## config.mk

```make
export PLATFORM = sky130hd
export DESIGN_NAME = subneg_ctrl
export DESIGN_NICKNAME = d
export VERILOG_FILES = /design/src/rtl/subneg_pkg.sv /design/src/rtl/subneg_alu.sv /design/src/rtl/subneg_ctrl.sv
export SDC_FILE = /design/constraint.sdc
export NUM_CORES = 1
export LEC_CHECK = 0
export ABC_CLOCK_PERIOD_IN_PS = 4500
export BUFFER_PORTS_ARGS = -buffer_cell sky130_fd_sc_hd__buf_2
export CORE_UTILIZATION = 60
export DETAILED_ROUTE_END_ITERATION = 12
export PLACE_DENSITY = 0.86
export SLEW_MARGIN = 20
export SYNTH_ARGS = -nofsm -noshare
export SYNTH_HDL_FRONTEND = slang
export SYNTH_SLANG_ARGS = --single-unit
export TNS_END_PERCENT = 10
```

## constraint.sdc

```tcl
create_clock -name clk -period 4.5 [get_ports clk]
set_input_delay 0.45 -clock clk [delete_from_list [all_inputs] [get_ports clk]]
set_output_delay 0.45 -clock clk [all_outputs]
set_load 0.05 [all_outputs]
```

## src/rtl/subneg_pkg.sv

```systemverilog
// Shared types and constants for the SUBNEG one-instruction core sequencer.
package subneg_pkg;

   localparam int DEFAULT_WIDTH = 8;
   localparam int INSTR_WORDS   = 3;

   typedef enum logic [2:0] {
      IDLE,
      FA,
      FB,
      FC,
      RA,
      RB,
      EX,
      HALT
   } state_e;

endpackage

```

## src/rtl/subneg_alu.sv

```systemverilog
// Combinational SUBNEG datapath: res = minuend - subtrahend (mod 2^WIDTH), negative flag from MSB.
module subneg_alu #(
   parameter int WIDTH = 8
) (
   input  logic [WIDTH-1:0] minuend_i,
   input  logic [WIDTH-1:0] subtrahend_i,
   output logic [WIDTH-1:0] res_o,
   output logic             neg_o
);

   assign res_o = minuend_i - subtrahend_i;
   assign neg_o = res_o[WIDTH-1];

endmodule

```

## src/rtl/subneg_ctrl.sv

```systemverilog
// Fetch/execute sequencer for the SUBNEG core: fetches A/B/C from ROM, reads both operands,
// writes dmem[B]-dmem[A] back and branches to C on a negative result.
module subneg_ctrl
   import subneg_pkg::*;
#(
   parameter int WIDTH = DEFAULT_WIDTH
) (
   input  logic             clk,
   input  logic             rst,
   input  logic             start,
   output logic [WIDTH-1:0] rom_addr,
   input  logic [WIDTH-1:0] rom_data,
   output logic [WIDTH-1:0] dmem_raddr,
   input  logic [WIDTH-1:0] dmem_rdata,
   output logic             dmem_we,
   output logic [WIDTH-1:0] dmem_waddr,
   output logic [WIDTH-1:0] dmem_wdata,
   output logic [WIDTH-1:0] pc,
   output logic             busy,
   output logic             halt
);

   state_e           state_q;
   logic [WIDTH-1:0] pc_q;
   logic [WIDTH-1:0] a_q;
   logic [WIDTH-1:0] b_q;
   logic [WIDTH-1:0] c_q;
   logic [WIDTH-1:0] opA_q;
   logic [WIDTH-1:0] romAddr_q;
   logic [WIDTH-1:0] romAddr_d;
   logic [WIDTH-1:0] dmemRaddr_q;
   logic [WIDTH-1:0] dmemRaddr_d;
   logic [WIDTH-1:0] aluRes;
   logic             aluNeg;

   // In EX the second operand arrives straight from the memory, so the subtract is combinational.
   subneg_alu #(
      .WIDTH (WIDTH)
   ) u_alu (
      .minuend_i    (dmem_rdata),
      .subtrahend_i (opA_q),
      .res_o        (aluRes),
      .neg_o        (aluNeg)
   );

   // Address ports are driven by the state that owns them and otherwise hold their last value.
   always_comb begin
      romAddr_d   = romAddr_q;
      dmemRaddr_d = dmemRaddr_q;
      case (state_q)
         IDLE, FA: romAddr_d   = pc_q;
         FB:       romAddr_d   = pc_q + WIDTH'(1);
         FC:       romAddr_d   = pc_q + WIDTH'(2);
         RA:       dmemRaddr_d = a_q;
         RB:       dmemRaddr_d = b_q;
         default:  ;
      endcase
   end

   // Reset forces every output quiet in the same cycle so an aborted EX never writes.
   assign rom_addr   = rst ? '0 : romAddr_d;
   assign dmem_raddr = rst ? '0 : dmemRaddr_d;
   assign dmem_we    = !rst && (state_q == EX);
   assign dmem_waddr = (!rst && (state_q == EX)) ? b_q : '0;
   assign dmem_wdata = (!rst && (state_q == EX)) ? aluRes : '0;
   assign pc         = pc_q;
   assign busy       = !rst && (state_q != IDLE) && (state_q != HALT);
   assign halt       = !rst && (state_q == HALT);

   // Sequencer: each ROM word is captured one cycle after its address was presented.
   always_ff @(posedge clk) begin
      if (rst) begin
         state_q     <= IDLE;
         pc_q        <= '0;
         a_q         <= '0;
         b_q         <= '0;
         c_q         <= '0;
         opA_q       <= '0;
         romAddr_q   <= '0;
         dmemRaddr_q <= '0;
      end else begin
         romAddr_q   <= romAddr_d;
         dmemRaddr_q <= dmemRaddr_d;
         case (state_q)
            IDLE: begin
               if (start) state_q <= FA;
            end
            FA: state_q <= FB;
            FB: begin
               a_q     <= rom_data;
               state_q <= FC;
            end
            FC: begin
               b_q     <= rom_data;
               state_q <= RA;
            end
            RA: begin
               c_q     <= rom_data;
               state_q <= RB;
            end
            RB: begin
               opA_q   <= dmem_rdata;
               state_q <= EX;
            end
            EX: begin
               // A negative result that branches onto itself is the program's halt idiom.
               if (aluNeg && (c_q == pc_q)) begin
                  state_q <= HALT;
               end else if (aluNeg) begin
                  pc_q    <= c_q;
                  state_q <= FA;
               end else begin
                  pc_q    <= pc_q + WIDTH'(INSTR_WORDS);
                  state_q <= FA;
               end
            end
            HALT:    state_q <= HALT;
            default: state_q <= IDLE;
         endcase
      end
   end

endmodule
```

==> qor.txt <==
Total Wirelength = 7.88 mm
Setup Viol. Count Final = 0
Seq/Total Area, Yosys = 0.368
synthesized area per cell = 7.75 µm²
cells on worst reg2reg path = 8
overall power = 1.27 mW
Switching Share = 0.277
most instantiated cells after synthesis = 59 x dfxtp_1, 54 x nand2_1, 50 x nor2_1, 43 x a21oi_1, 22 x inv_1
Leakage = 1.52 nW
post-place setup slack = 1.21 ns
Initial Utilization = 0.624
Synth Register Bits = 59
Mapped Cells = 414
status = complete, no violations
Net Switching = 0.353 mW
first-pass GRT wire length = 12.5 mm
period utilisation layout = 0.741
gpl congestion = 0.924
Main synth FF type = dfxtp_1
number of diodes = 0
CTS Sinks = 59
Pint = 0.920 mW
vias in the first global route = 2631
chip width = 75.1 µm
RSZ-0062 raised after global routing = no
CTS tree = built
clock skew = 0.00940 ns
Final Hold Fails = 0
DR vias/cell = 5.74
grt total ovfl = 0
Critical Path Start Type = register
sequential power share = 0.442
EDFF count, synth = 0
largest net degree at the start of global routing = 66
Final min period = 3.33 ns
Post-CTS Hold Fix Bufs = 0
port buffer count = 61
Area Growth Syn to Fin = 17.0%
internal reg-to-reg setup slack = 2.07 ns
H-tree Lvls = 3
full die area = 5640 µm²
clk_lat worst skew = 0.35 ns
top cell type's share of synthesized area = 0.368
Max Clock Freq = 300 MHz
Max clock buf depth = 2
Mapped Nets = 445
drt first pass iters = 6
# DRC = 0
synth unique cells = 53
largest area contributor in the netlist = dfxtp_1
Pwr Density = 339 nW/µm²
Die Ht = 75.1 µm
most common cell in the synthesized netlist = dfxtp_1
number of antenna violations at the first check in global routing = 0
max-slew violation count = 0
Yosys warning total = 0
Least-Margin Pin Slew = 1.05 ns
Placeable Area = 5140 µm²
Slew HR = 0.298
Total Routing Usage GR = 0.295
setup TNS = 0 ns
Clock power frac = 0.430
post-CTS sizing = 0
initial DRC count = 227
Final ANT Viol Nets = 0
cell area after synthesis = 3210 µm²
IO Pins = 62
via count = 3096
final worst slack = 1.17 ns
Worst Path Required = 4.05 ns
crit-path max FO = 15
layout cells sized above 1 = 0.190
row cnt = 26
Crit. End Element = output pin
hold-critical path depth = 3
Worst EP arrival = 2.88 ns
CTS root buf = clkbuf_8
Peak VDD IR = 0.000319 V
CTS buffer count = 9
drt wl/cell = 14.6 µm
# Post-CTS Setup Buffers = 0
register clock-pin slew on the reported worst setup and hold paths = 0.07 ns
placed wire-length estimate = 5.41 mm
Comb pwr share = 0.127
Synth area leaders = dfxtp_1 37%, a21oi_1 6.7%, nand2_1 6.3%
CP Class = reg -> out
layout net count = 495
Hold Crit Class = in -> reg
ys async rst share = 0
max_cap viols = 0
## registers in the layout, indices dropped and copies added, names as in the netlist
name,flops
opA_q,8
dmemRaddr_q,8
b_q,8
c_q,8
state_q,3
romAddr_q,8
a_q,8
pc,8
## power groups by stage
stage / logic, mW / registers [mW] / clock network, mW
3_3_place_gp: 0.157 / 0.572 / 0
6_report: 0.162 / 0.563 / 0.548
2_1_floorplan: 0.134 / 0.557 / 0
5_1_grt: 0.177 / 0.565 / 0.576
4_1_cts: 0.161 / 0.562 / 0.551
3_5_place_dp: 0.159 / 0.574 / 0
## final timing paths
kind,startpoint,end
worst max-delay path,state_q[1],rom_addr[4]
worst min-delay path,rom_data[0],b_q[0]
worst max register to register,opA_q[6],state_q[1]
worst min register to register,opA_q[4],opA_q[4]
## stage by stage
| step | util | hold slack (ns) | std cells | area, µm² |
|---|---|---|---|---|
| 6_report | 0.730 | 0.369 | 539 | 3750 |
| 5_1_grt | 0.730 | 0.374 | 539 | 3750 |
| 4_1_cts | 0.730 | 0.362 | 539 | 3750 |
| 3_5_place_dp | 0.686 | 0.448 | 523 | 3530 |
| 3_3_place_gp | 0.686 | 0.442 | 523 | 3530 |
| 2_1_floorplan | - | 0.436 | 414 | 3210 |
## cells by family (layout without fill, tap and decap cells)
| group | after synthesis | count (layout) | synth area share |
|---|---|---|---|
| AO/OA/AOI/OAI | 102 | 102 | 0.204 |
| XOR/XNOR | 19 | 19 | 0.0519 |
| adder cells (fa/ha/maj) | 12 | 12 | 0.0491 |
| buffers and inverters | 48 | 103 | 0.0573 |
| flip-flops | 59 | 59 | 0.368 |
| multiplexers | 14 | 14 | 0.0437 |
| AND/OR/NAND/NOR | 160 | 160 | 0.226 |
## placed cells by master, fill, tap and decap left out, types with 2 or more instances in the layout
cell type	instances
buf_2	61
dfxtp_1	58
nand2_1	54
nor2_1	50
a21oi_1	43
inv_1	22
xnor2_1	14
mux2i_1	14
nand3_1	13
a211oi_1	11
ha_1	11
nor3_1	10
and2_1	10
clkbuf_8	10
o21ai_0	9
o21ai_1	7
nand4_1	5
xor2_1	5
nand2b_1	4
a31oi_1	3
o211ai_1	3
a21o_1	3
o31ai_1	3
buf_4	3
o22ai_1	2
a221oi_1	2
or2_2	2
o21bai_1	2
a311oi_1	2
nor2b_1	2
or4_1	2
bufinv_16	2
clkinv_2	2
## area by class of cell
class                   instances  area (µm²)
well taps                      70        87.6
inverters                      23        86.3
multi-input cells             307        1840
repair buffers                 64         328
clock inverters                 6        87.6
flip-flops and latches         59        1180
fillers                       425        1390
clock buffers                  10         138
## routing by layer
layer	share of wire	vias to the layer above	GRT usage	wire length, µm
met2	0.46	121	0.459	3620
li1	-	1529	-	-
met3	0.070	11	0.0857	552
met1	0.46	1435	0.401	3620
met4	0.012	0	0.0797	91
met5	0	-	0	0
## worst max-delay path, cell delays in order (launching register included)
cell and delay (ns):
dfxtp_1 0.61, inv_1 0.19, nor3_1 0.83, a22oi_1 0.17
nor2_1 0.15, o211ai_1 0.09, a21oi_1 0.20, buf_2 0.29
No activity file was read; power rests on OpenSTA's default activity.
